## src/rtl/rx_deframer.sv

```systemverilog
// rx_deframer: rebuilds 2*W-bit I/Q samples from the W-bit receive word stream.
// A frame is four words: I high (frame=1), Q high (frame=1), I low (frame=0), Q low (frame=0).
// A lock FSM (HUNT/SYNC/LOCKED) checks the frame pattern and only complete frames whose
// first word was taken while LOCKED reach i_out/q_out.
module rx_deframer #(
  parameter int W           = 6,
  parameter int LOCK_FRAMES = 4,
  parameter int ERR_W       = 16
) (
  input  logic             clk,
  input  logic             reset_b,
  input  logic             rx_frame,
  input  logic [W-1:0]     rx_d,
  input  logic             clr_err,
  output logic [2*W-1:0]   i_out,
  output logic [2*W-1:0]   q_out,
  output logic             iq_valid,
  output logic             locked,
  output logic             frame_err,
  output logic [ERR_W-1:0] err_cnt
);

  localparam int GW = $clog2(LOCK_FRAMES + 1);

  typedef enum logic [1:0] {
    HUNT,
    SYNC,
    LOCKED
  } state_t;

  state_t        r_state;
  state_t        w_state_nx;
  logic [1:0]    r_phase;
  logic [1:0]    w_phase_nx;
  logic [GW-1:0] r_good_cnt;
  logic [GW-1:0] w_good_nx;
  logic          r_prev_frame;
  logic          r_w0_lk;
  logic          w_w0_lk_nx;
  logic [W-1:0]  r_i_hi;
  logic [W-1:0]  r_q_hi;
  logic [W-1:0]  r_i_lo;

  logic w_start;
  logic w_good;
  logic w_ld_i_hi;
  logic w_ld_q_hi;
  logic w_ld_i_lo;
  logic w_emit;
  logic w_err;

  // A start is a 0->1 frame edge; phases 0,1 expect frame=1, phases 2,3 expect frame=0.
  assign w_start = rx_frame & ~r_prev_frame;
  assign w_good  = (rx_frame == ~r_phase[1]);
  assign locked  = (r_state == LOCKED);

  // Next-state and datapath control for the lock FSM.
  always_comb begin
    w_state_nx = r_state;
    w_phase_nx = r_phase;
    w_good_nx  = r_good_cnt;
    w_w0_lk_nx = r_w0_lk;
    w_ld_i_hi  = 1'b0;
    w_ld_q_hi  = 1'b0;
    w_ld_i_lo  = 1'b0;
    w_emit     = 1'b0;
    w_err      = 1'b0;
    case (r_state)
      HUNT: begin
        w_w0_lk_nx = 1'b0;
        if (w_start) begin
          w_ld_i_hi  = 1'b1;
          w_phase_nx = 2'd1;
          w_good_nx  = '0;
          w_state_nx = SYNC;
        end
      end
      SYNC, LOCKED: begin
        if (!w_good) begin
          // SYNC and LOCKED share the mismatch path; only LOCKED reports it.
          w_err      = (r_state == LOCKED);
          w_w0_lk_nx = 1'b0;
          if (w_start) begin
            w_ld_i_hi  = 1'b1;
            w_phase_nx = 2'd1;
            w_good_nx  = '0;
            w_state_nx = SYNC;
          end else begin
            w_phase_nx = 2'd0;
            w_state_nx = HUNT;
          end
        end else begin
          w_phase_nx = r_phase + 2'd1;
          w_ld_i_hi  = (r_phase == 2'd0);
          w_ld_q_hi  = (r_phase == 2'd1);
          w_ld_i_lo  = (r_phase == 2'd2);
          if (r_state == LOCKED) begin
            if (r_phase == 2'd0) begin
              w_w0_lk_nx = 1'b1;
            end
            if (r_phase == 2'd3) begin
              w_emit     = r_w0_lk;
              w_w0_lk_nx = 1'b0;
            end
          end else if (r_phase == 2'd3) begin
            if (r_good_cnt == GW'(LOCK_FRAMES - 1)) begin
              w_good_nx  = '0;
              w_state_nx = LOCKED;
            end else begin
              w_good_nx = r_good_cnt + GW'(1);
            end
          end
        end
      end
      default: begin
        w_state_nx = HUNT;
        w_phase_nx = 2'd0;
        w_good_nx  = '0;
        w_w0_lk_nx = 1'b0;
      end
    endcase
  end

  // FSM state, word phase, good-frame count and frame-edge history.
  always_ff @(posedge clk or negedge reset_b) begin
    if (!reset_b) begin
      r_state      <= HUNT;
      r_phase      <= 2'd0;
      r_good_cnt   <= '0;
      r_w0_lk      <= 1'b0;
      r_prev_frame <= 1'b1;
    end else begin
      r_state      <= w_state_nx;
      r_phase      <= w_phase_nx;
      r_good_cnt   <= w_good_nx;
      r_w0_lk      <= w_w0_lk_nx;
      r_prev_frame <= rx_frame;
    end
  end

  // Holding registers for the first three words of the frame in progress.
  always_ff @(posedge clk or negedge reset_b) begin
    if (!reset_b) begin
      r_i_hi <= '0;
      r_q_hi <= '0;
      r_i_lo <= '0;
    end else begin
      if (w_ld_i_hi) r_i_hi <= rx_d;
      if (w_ld_q_hi) r_q_hi <= rx_d;
      if (w_ld_i_lo) r_i_lo <= rx_d;
    end
  end

  // Sample outputs: updated only on a complete locked frame, held otherwise.
  always_ff @(posedge clk or negedge reset_b) begin
    if (!reset_b) begin
      i_out    <= '0;
      q_out    <= '0;
      iq_valid <= 1'b0;
    end else begin
      iq_valid <= w_emit;
      if (w_emit) begin
        i_out <= {r_i_hi, r_i_lo};
        q_out <= {r_q_hi, rx_d};
      end
    end
  end

  // Error pulse and saturating error counter; clear wins over a same-cycle increment.
  always_ff @(posedge clk or negedge reset_b) begin
    if (!reset_b) begin
      frame_err <= 1'b0;
      err_cnt   <= '0;
    end else begin
      frame_err <= w_err;
      if (clr_err) begin
        err_cnt <= '0;
      end else if (w_err && (err_cnt != '1)) begin
        err_cnt <= err_cnt + ERR_W'(1);
      end
    end
  end

endmodule

```

## config.mk

```make
export PLATFORM = sky130hd
export DESIGN_NAME = rx_deframer
export DESIGN_NICKNAME = d
export VERILOG_FILES = /design/src/rtl/rx_deframer.sv
export SDC_FILE = /design/constraint.sdc
export NUM_CORES = 1
export LEC_CHECK = 0
export BUFFER_PORTS_ARGS = -buffer_cell sky130_fd_sc_hd__buf_2
export CORE_ASPECT_RATIO = 0.75
export CORE_MARGIN = 5
export CORE_UTILIZATION = 40
export CTS_CLUSTER_DIAMETER = 150
export DETAILED_ROUTE_END_ITERATION = 6
export GPL_ROUTABILITY_DRIVEN = 0
export SYNTH_ARGS = -nofsm -noshare
export SYNTH_HDL_FRONTEND = slang
export SYNTH_SLANG_ARGS = --single-unit
```

## constraint.sdc

```tcl
create_clock -name clk -period 3.61 [get_ports clk]
set_input_delay 0.722 -clock clk [delete_from_list [all_inputs] [get_ports clk]]
set_output_delay 0.722 -clock clk [all_outputs]
set_load 0.1 [all_outputs]
```

==> reports/summary.txt, run 1 <==
dpl cells = 427
clock buffer depth = 2
DIE WIDTH = 116 microns
Port Buffers = 52
total chip power = 2.33 mW
antenna-violating nets left = 0
dominant synthesized flop cell = dfrtp_1
status = finished clean
sequential power share = 0.420
largest net degree at the start of global routing = 70
setup tns final = 0 ns
RSZ-0062 raised after global routing = false
Final Setup Violations = 0
Max Fanout on Critical Path = 10
final core occ = 0.487
Slew Limit Fails = 0
initial core utilization = 0.406
initial DRC count = 67
net switching power = 0.662 mW
Die H = 89.7 microns
Hold Path Class = primary input to async pin
CTS Buf Count = 9
post-layout min period = 2.46 ns
H-tree Lvls = 3
Worst EP arrival = 1.74 ns
most instantiated cells after synthesis = 68 x dfrtp_1, 19 x mux2_4, 16 x mux2_2, 16 x nand2_1, 15 x mux2_1
Max Cap Viol = 0
crit share post-route = 0.683
Setup Buffers After CTS = 0
antenna violations before repair = 0
Layout Nets = 349
Finished Cell Area = 4060 sq um
largest cells by area after synthesis = dfrtp_1 50%, mux2_4 8.4%, mux2_2 5.3%, mux2_1 5.0%, ha_1 3.3%
share of layout cells above drive strength 1 = 0.343
Post-Syn Area per Cell = 12.3 sq um
WHS = 0.401 ns
Synth cell types = 54
share of the synthesized area in the top cell type = 0.502
Total Routing Usage GR = 0.142
CP Capture Type = output pin
Peak VDD IR = 214 uV
# clock sinks = 69
Routed WL per cell = 15.4 microns
Worst Tran Pin Value = 0.620 ns
post_cts resized = 0
fillcell total = 757
Std-Cell Rows = 29
skew final = 0.00567 ns
Final Hold Vio Count = 0
Storage cell area = 1730 sq um
first-pass GRT wire length = 12000 microns
DRC = 0
pwr/cell area = 574 nW/um^2
Vias/cell = 5.13
sw frac = 0.284
DIE AREA = 10400 sq um
count leader, synth = dfrtp_1
area delta synth->final = 19.9%
sequential area share after synthesis = 0.510
clk_lat worst skew = 0.33 ns
Slew HR = 0.586
WS Path Type = flop to output pin
Syn. warnings = 0
ys async rst share = 1.00
Post-synth EDFFs = 0
CTS tree = built
# diodes = 0
GRT overflow = 0
Clock Power Share = 0.388
Core Footprint = 8350 sq um
io pins = 53
hold_buf cts = 0
Lkg Pwr = 2.06 nW
post-route setup slack = 1.15 ns
Comb power frac = 0.192
clock-pin slew on the worst setup and hold paths = 0.06 ns
Routed WL = 6820 microns
multi-input logic area = 1570 sq um
Synth Cell Area = 3390 sq um
Setup WS pre-CTS = 0.886 ns
Cell Count, Final, Fillers Out = 443
Pre-Repair DR Iteration Count = 4
WP data required = 2.89 ns
DP HPWL = 4710 microns
CP Launch Type = flop
Area after DPL = 3750 sq um
vias = 2273
Synthesized Nets = 294
vias in the first global route = 2361
Post-Syn Instances = 275
most area-hungry cell type in the Yosys netlist = dfrtp_1
#FFs+latches synth = 69
achievable frequency = 0.406 GHz
Internal Power = 1.67 mW
clk root buf = clkbuf_16
per-layer routing:
| metal | up-vias | GRT usage | routed length (microns) |
|---|---|---|---|
| met4 | 0 | 0.0464 | 90 |
| met1 | 1111 | 0.201 | 3400 |
| li1 | 1118 | - | - |
| met5 | - | 0 | 0 |
| met3 | 9 | 0.0376 | 272 |
| met2 | 35 | 0.210 | 3060 |
cell type report:
type                    count  share of cell area
flip-flops and latches     69               0.425
inverters                  11              0.0102
clock buffers              10              0.0588
repair buffers             53              0.0690
clock inverters             6              0.0173
well taps                 108              0.0333
multi-input cells         186               0.386
power groups by stage:
stage | clock (mW) | sequential (mW) | combinational (mW)
after global placement | 0 | 0.985 | 0.439
after floorplan | 0 | 0.961 | 0.363
after global routing | 0.950 | 0.997 | 0.509
after detailed placement | 0 | 0.995 | 0.448
after CTS | 0.920 | 0.981 | 0.452
final | 0.903 | 0.978 | 0.449
final timing paths:
kind	cells after the start	startpoint	slack (ns)	endpoint
setup / recovery	3	r_state[0]$_DFFE_PN0P_	1.15	locked
hold / removal	2	reset_b	0.40	r_q_hi[0]$_DFFE_PN0P_
setup reg to reg	4	r_phase[1]$_DFFE_PN0N_	1.20	q_out[0]$_DFFE_PN0P_
hold reg to reg	1	q_out[3]$_DFFE_PN0P_	0.49	q_out[3]$_DFFE_PN0P_
max in group asynchronous	2	reset_b	2.89	r_prev_frame$_DFF_PN1_
min in group clk	1	q_out[3]$_DFFE_PN0P_	0.49	q_out[3]$_DFFE_PN0P_
cells by family (layout without fill, tap and decap cells):
logic type,count (synthesis),count (layout),synth area share
mux,51,51,0.190
buf+inv,20,80,0.0273
fa+ha+maj,9,9,0.0332
simple gates,78,78,0.136
flops,69,69,0.510
compound gates,46,46,0.0960
xor+xnor,2,2,0.00739
layout by cell type (no fill, tap or decap), types with 3 or more instances in the layout:
master and n:
o31ai_1 4, mux2_1 15, a21oi_1 8, clkbuf_16 9
a211oi_1 4, ha_1 9, nand4_1 5, dfrtp_1 68
nand3_1 4, o21ai_0 7, nand2b_1 4, mux2_4 19
a31oi_1 3, or4_1 3, and2_1 3, nor2_1 12
mux2_2 16, inv_1 10, nor4_1 4, nor2b_1 12
nand2_1 16, buf_2 52
state kept, by name, indices dropped and copies added (netlist names):
register and count:
q_out 12, err_cnt 16, r_i_lo 6, r_q_hi 6, r_phase 2, r_w0_lk 1
r_good_cnt 3, r_state 2, r_prev_frame 1, iq_valid 1, frame_err 1, i_out 12
r_i_hi 6
critical path: stages, from the launching register on:
cell	delay, ns
dfrtp_1	0.39
inv_1	0.09
ha_1	0.42
buf_2	0.51
Note: power is estimated with default switching activity, not from simulation.
==> run 2, diff against run 1 <==
==> constraint.sdc (replaced) <==
create_clock -name clk -period 2.4 [get_ports clk]
set_input_delay 0.48 -clock clk [delete_from_list [all_inputs] [get_ports clk]]
set_output_delay 0.48 -clock clk [all_outputs]
set_load 0.1 [all_outputs]
==> run 2 against run 1 <==
Worst setup slack worse by 0.86 ns. Non-clock buffer count is 2 higher. Sequential share of layout area hardly changed. Sequential power is 49% higher. Clock power is 44% higher. First-iteration DRC count is 49% higher. Routed wire length is 1.7% higher. Combinational power is 54% higher. Via count is 1.9% higher. Global-route usage is 0.21 points higher. Critical path depth is 3 higher. Critical endpoint is now q_out[3]$_DFFE_PN0P_. Largest cell class unchanged. Largest power group unchanged. Highest routed layer unchanged.
==> reports/summary.txt, run 2 (synthesis gave the netlist of run 1 again) <==
vias in the first global route = 2266
Total Routing Usage GR = 0.144
clock-pin slew on the worst setup and hold paths = 0.06 ns
WHS = 0.153 ns
DIE AREA = 10400 sq um
Slew Limit Fails = 0
Pre-Repair DR Iteration Count = 4
io pins = 53
CTS Buf Count = 9
antenna-violating nets left = 0
clk_lat worst skew = 0.33 ns
vias = 2316
Max Cap Viol = 0
Worst Tran Pin Value = 0.590 ns
reg2reg setup slack = 0.28 ns
CTS tree = built
first-pass GRT wire length = 11900 microns
Cell Count, Final, Fillers Out = 445
Regs by FF count = err_cnt: 16 flops, i_out: 12 flops, q_out: 12 flops
largest net degree at the start of global routing = 46
worst reg2reg path depth = 6
post-layout min period = 2.12 ns
Port Buffers = 52
Vias/cell = 5.20
GRT overflow = 0
pwr/cell area = 850 nW/um^2
crit share post-route = 0.882
clock buffer depth = 2
DIE WIDTH = 116 microns
most common cell after layout, fill and taps aside = dfrtp_1
initial DRC count = 100
H-tree Lvls = 3
Routed WL per cell = 15.6 microns
Hold Path Class = primary input to async pin
Max Fanout on Critical Path = 25
Worst EP arrival = 2.32 ns
largest reg by FF count = err_cnt
CP Capture Type = flop
Crit Reg-Reg Endpoint = q_out[3]$_DFFE_PN0P_
Final Setup Violations = 0
Routed WL = 6930 microns
achievable frequency = 0.472 GHz
WS Path Type = flop to flop
# diodes = 0
Lkg Pwr = 2.05 nW
post_cts resized = 0
antenna violations before repair = 0
max reg flops = 16
Peak VDD IR = 352 uV
status = finished clean
reg-to-reg startpoint = r_state[0]$_DFFE_PN0P_
Layout Nets = 351
share of layout cells above drive strength 1 = 0.347
Std-Cell Rows = 29
Slew HR = 0.607
most frequent cells in the layout = 68 x dfrtp_1, 52 x buf_2, 19 x mux2_4
final core occ = 0.487
Die H = 89.7 microns
# clock sinks = 69
initial core utilization = 0.406
Core Footprint = 8350 sq um
setup tns final = 0 ns
RSZ-0062 raised after global routing = false
CP Launch Type = flop
dpl cells = 429
DRC = 0
WP data required = 2.61 ns
DP HPWL = 4820 microns
fillcell total = 782
skew final = 0.00677 ns
Final Hold Vio Count = 0
hold_buf cts = 0
area delta synth->final = 19.9%
Setup Buffers After CTS = 0
clk root buf = clkbuf_16
[run 2: cell types whose count changed in the layout (fill, tap and decap cells not counted)]
cell / previous run / this run
buf_4: 0 / 2
clkinvlp_4: 0 / 2
inv_6: 2 / 0
clkbuf_1: 0 / 1
clkbuf_8: 1 / 0
clkinv_2: 1 / 2
clkinv_4: 2 / 1
ha_1: 9 / 8
ha_2: 0 / 1
[run 2: worst max-delay path, stage by stage, from the launching register on]
cell and delay [ns]:
dfrtp_1 0.37, inv_1 0.07, ha_1 0.43, and2_1 0.25
nand4_4 0.10, buf_4 0.38, mux2_1 0.38
[run 2: worst max-delay path by stage]
stage	startpoint	end	slack, ns
floorplan	err_cnt[11]$_DFFE_PN0P_	err_cnt[0]$_DFFE_PN0P_	0.02
global placement	rx_frame	q_out[1]$_DFFE_PN0P_	0.32
detailed placement	rx_frame	q_out[3]$_DFFE_PN0P_	0.26
CTS	r_state[0]$_DFFE_PN0P_	q_out[3]$_DFFE_PN0P_	0.28
global route	r_state[0]$_DFFE_PN0P_	q_out[3]$_DFFE_PN0P_	0.17
finish	r_state[0]$_DFFE_PN0P_	q_out[3]$_DFFE_PN0P_	0.28
[run 2: metal layers]
layer | routed length (microns) | share of wire | track usage | vias up
met5 | 0 | 0 | 0 | -
met4 | 86 | 0.012 | 0.0444 | 0
met3 | 319 | 0.046 | 0.0483 | 9
met2 | 3120 | 0.45 | 0.209 | 46
met1 | 3410 | 0.49 | 0.204 | 1141
li1 | - | - | - | 1120
[run 2: power by group]
| group | switching, mW | internal [mW] | total (mW) |
|---|---|---|---|
| clock | 0.499 | 0.802 | 1.30 |
| combinational | 0.361 | 0.333 | 0.693 |
| sequential | 0.113 | 1.35 | 1.46 |
[run 2: through the flow]
step | setup WS [ns] | cell area (sq um) | power [mW]
floorplan | 0.0216 | 3390 | 1.99
global placement | 0.317 | 3770 | 2.16
detailed placement | 0.256 | 3770 | 2.18
CTS | 0.277 | 4060 | 3.50
global route | 0.167 | 4060 | 3.65
finish | 0.283 | 4060 | 3.45
[run 2: cell type report]
cell class,instances,area (sq um),area share
clock buffers,10,229,0.0564
clock inverters,6,63.8,0.0157
inverters,11,41.3,0.0102
multi-input cells,186,1570,0.387
flip-flops and latches,69,1730,0.425
well taps,108,135,0.0333
repair buffers,55,295,0.0727
==> run 3, diff against run 2 <==
==> constraint.sdc (replaced) <==
create_clock -name clk -period 1.9 [get_ports clk]
set_input_delay 0.38 -clock clk [delete_from_list [all_inputs] [get_ports clk]]
set_output_delay 0.38 -clock clk [all_outputs]
set_load 0.1 [all_outputs]
==> run 3 against run 2 <==
Total power rose by 33%. Non-clock buffer count rose by 16. Global-route usage fell by 0.22 points. Sequential cell count did not move. Combinational power rose by 52%. Final cell count rose by 3.6%. Clock power rose by 32%. First-iteration DRC count rose by 38%. Die area did not move. Largest power group unchanged.
==> reports/summary.txt, run 3 (synthesis gave the netlist of run 1 again) <==
GRT overflow = 0
largest reg by FF count = err_cnt
WHS = 0.0500 ns
pwr/cell area = 1050 nW/um^2
Slew HR = 0.669
clock-pin slew on the worst setup and hold paths = 0.06 ns
Std-Cell Rows = 29
io pins = 53
initial core utilization = 0.406
post-layout min period = 1.83 ns
share of layout cells above drive strength 1 = 0.442
antenna-violating nets left = 0
Worst EP arrival = 2.04 ns
Lkg Pwr = 2.14 nW
initial DRC count = 138
clk root buf = clkbuf_16
CTS Buf Count = 9
DP HPWL = 4830 microns
crit share post-route = 0.962
status = finished clean
worst setup path startpoint = r_state[0]$_DFFE_PN0P_
vias in the first global route = 2311
worst reg2reg path depth = 5
achievable frequency = 0.547 GHz
DRC = 0
CTS tree = built
WP data required = 2.12 ns
Layout Nets = 367
Core Footprint = 8350 sq um
Regs by FF count = err_cnt: 16 flops, i_out: 12 flops, q_out: 12 flops
skew final = 0.00403 ns
clk_lat worst skew = 0.33 ns
Port Buffers = 52
Clock Power Share = 0.372
sequential power share = 0.398
CP Capture Type = flop
Crit Reg-Reg Endpoint = r_q_hi[2]$_DFFE_PN0P_
Vias/cell = 5.15
largest net degree at the start of global routing = 70
Finished Cell Area = 4350 sq um
Area after DPL = 4020 sq um
Max Cap Viol = 0
hold_buf cts = 0
Setup WS pre-CTS = 0.0434 ns
post_cts resized = 0
antenna violations before repair = 0
CP Launch Type = flop
vias = 2376
DIE WIDTH = 116 microns
reg2reg setup slack = 0.07 ns
Internal Power = 3.29 mW
Final Hold Vio Count = 0
Routed WL = 6880 microns
Max Fanout on Critical Path = 6
Pre-Repair DR Iteration Count = 4
post-route setup slack = 0.0720 ns
Setup Buffers After CTS = 0
Routed WL per cell = 14.9 microns
# clock sinks = 69
total chip power = 4.59 mW
Peak VDD IR = 630 uV
Comb power frac = 0.230
first-pass GRT wire length = 11700 microns
Slew Limit Fails = 0
most frequent cells in the layout = 52 x dfrtp_1, 51 x buf_2, 19 x mux2_4
reg-to-reg startpoint = r_state[0]$_DFFE_PN0P_
max reg flops = 16
most common cell after layout, fill and taps aside = dfrtp_1
Total Routing Usage GR = 0.142
sw frac = 0.284
Worst Tran Pin Value = 0.499 ns
setup tns final = 0 ns
Final Setup Violations = 0
clock buffer depth = 2
Hold Path Class = primary input to async pin
CP Capture Point = r_q_hi[2]$_DFFE_PN0P_
WS Path Type = flop to flop
area delta synth->final = 28.4%
H-tree Lvls = 3
# diodes = 0
Die H = 89.7 microns
net switching power = 1.30 mW
DIE AREA = 10400 sq um
## run 3: worst max-delay path, cell delays in order (launching register included)
cell	delay, ns
dfrtp_1	0.39
inv_2	0.07
ha_1	0.34
and2_2	0.23
nand2_1	0.31
mux2_2	0.38
## run 3: layout make-up
cell class	instances	area, sq um
clock buffers	10	239
repair buffers	71	455
flip-flops and latches	69	1770
clock inverters	6	71.3
multi-input cells	186	1640
inverters	11	41.3
well taps	108	135
fillers	742	4000
## run 3: metrics by stage
| stage | instances | util |
|---|---|---|
| finish | 461 | 0.521 |
| global route | 461 | 0.521 |
| CTS | 461 | 0.518 |
| detailed placement | 445 | 0.481 |
| global placement | 445 | 0.481 |
| floorplan | 275 | - |
## run 3: worst min-delay path by stage
stage               cells past startpoint                       to
finish                                  2     q_out[6]$_DFFE_PN0P_
global route                            2    r_q_hi[0]$_DFFE_PN0P_
CTS                                     2     q_out[6]$_DFFE_PN0P_
detailed placement                      2     q_out[6]$_DFFE_PN0P_
global placement                        2    r_q_hi[0]$_DFFE_PN0P_
floorplan                               0  err_cnt[15]$_DFFE_PN0P_
## run 3: per-layer routing
metal  wire length, microns  GRT usage
met2                   2930      0.193
met3                    427     0.0497
met1                   3420      0.208
met4                    101     0.0493
met5                      0          0
## run 3: power groups by stage
stage | Sequential, mW | Combinational (mW) | Clock [mW]
final | 1.83 | 1.05 | 1.71
after global routing | 1.86 | 1.19 | 1.82
after CTS | 1.83 | 1.03 | 1.76
after detailed placement | 1.85 | 1.03 | 0
after global placement | 1.84 | 1.00 | 0
after floorplan | 1.83 | 0.699 | 0
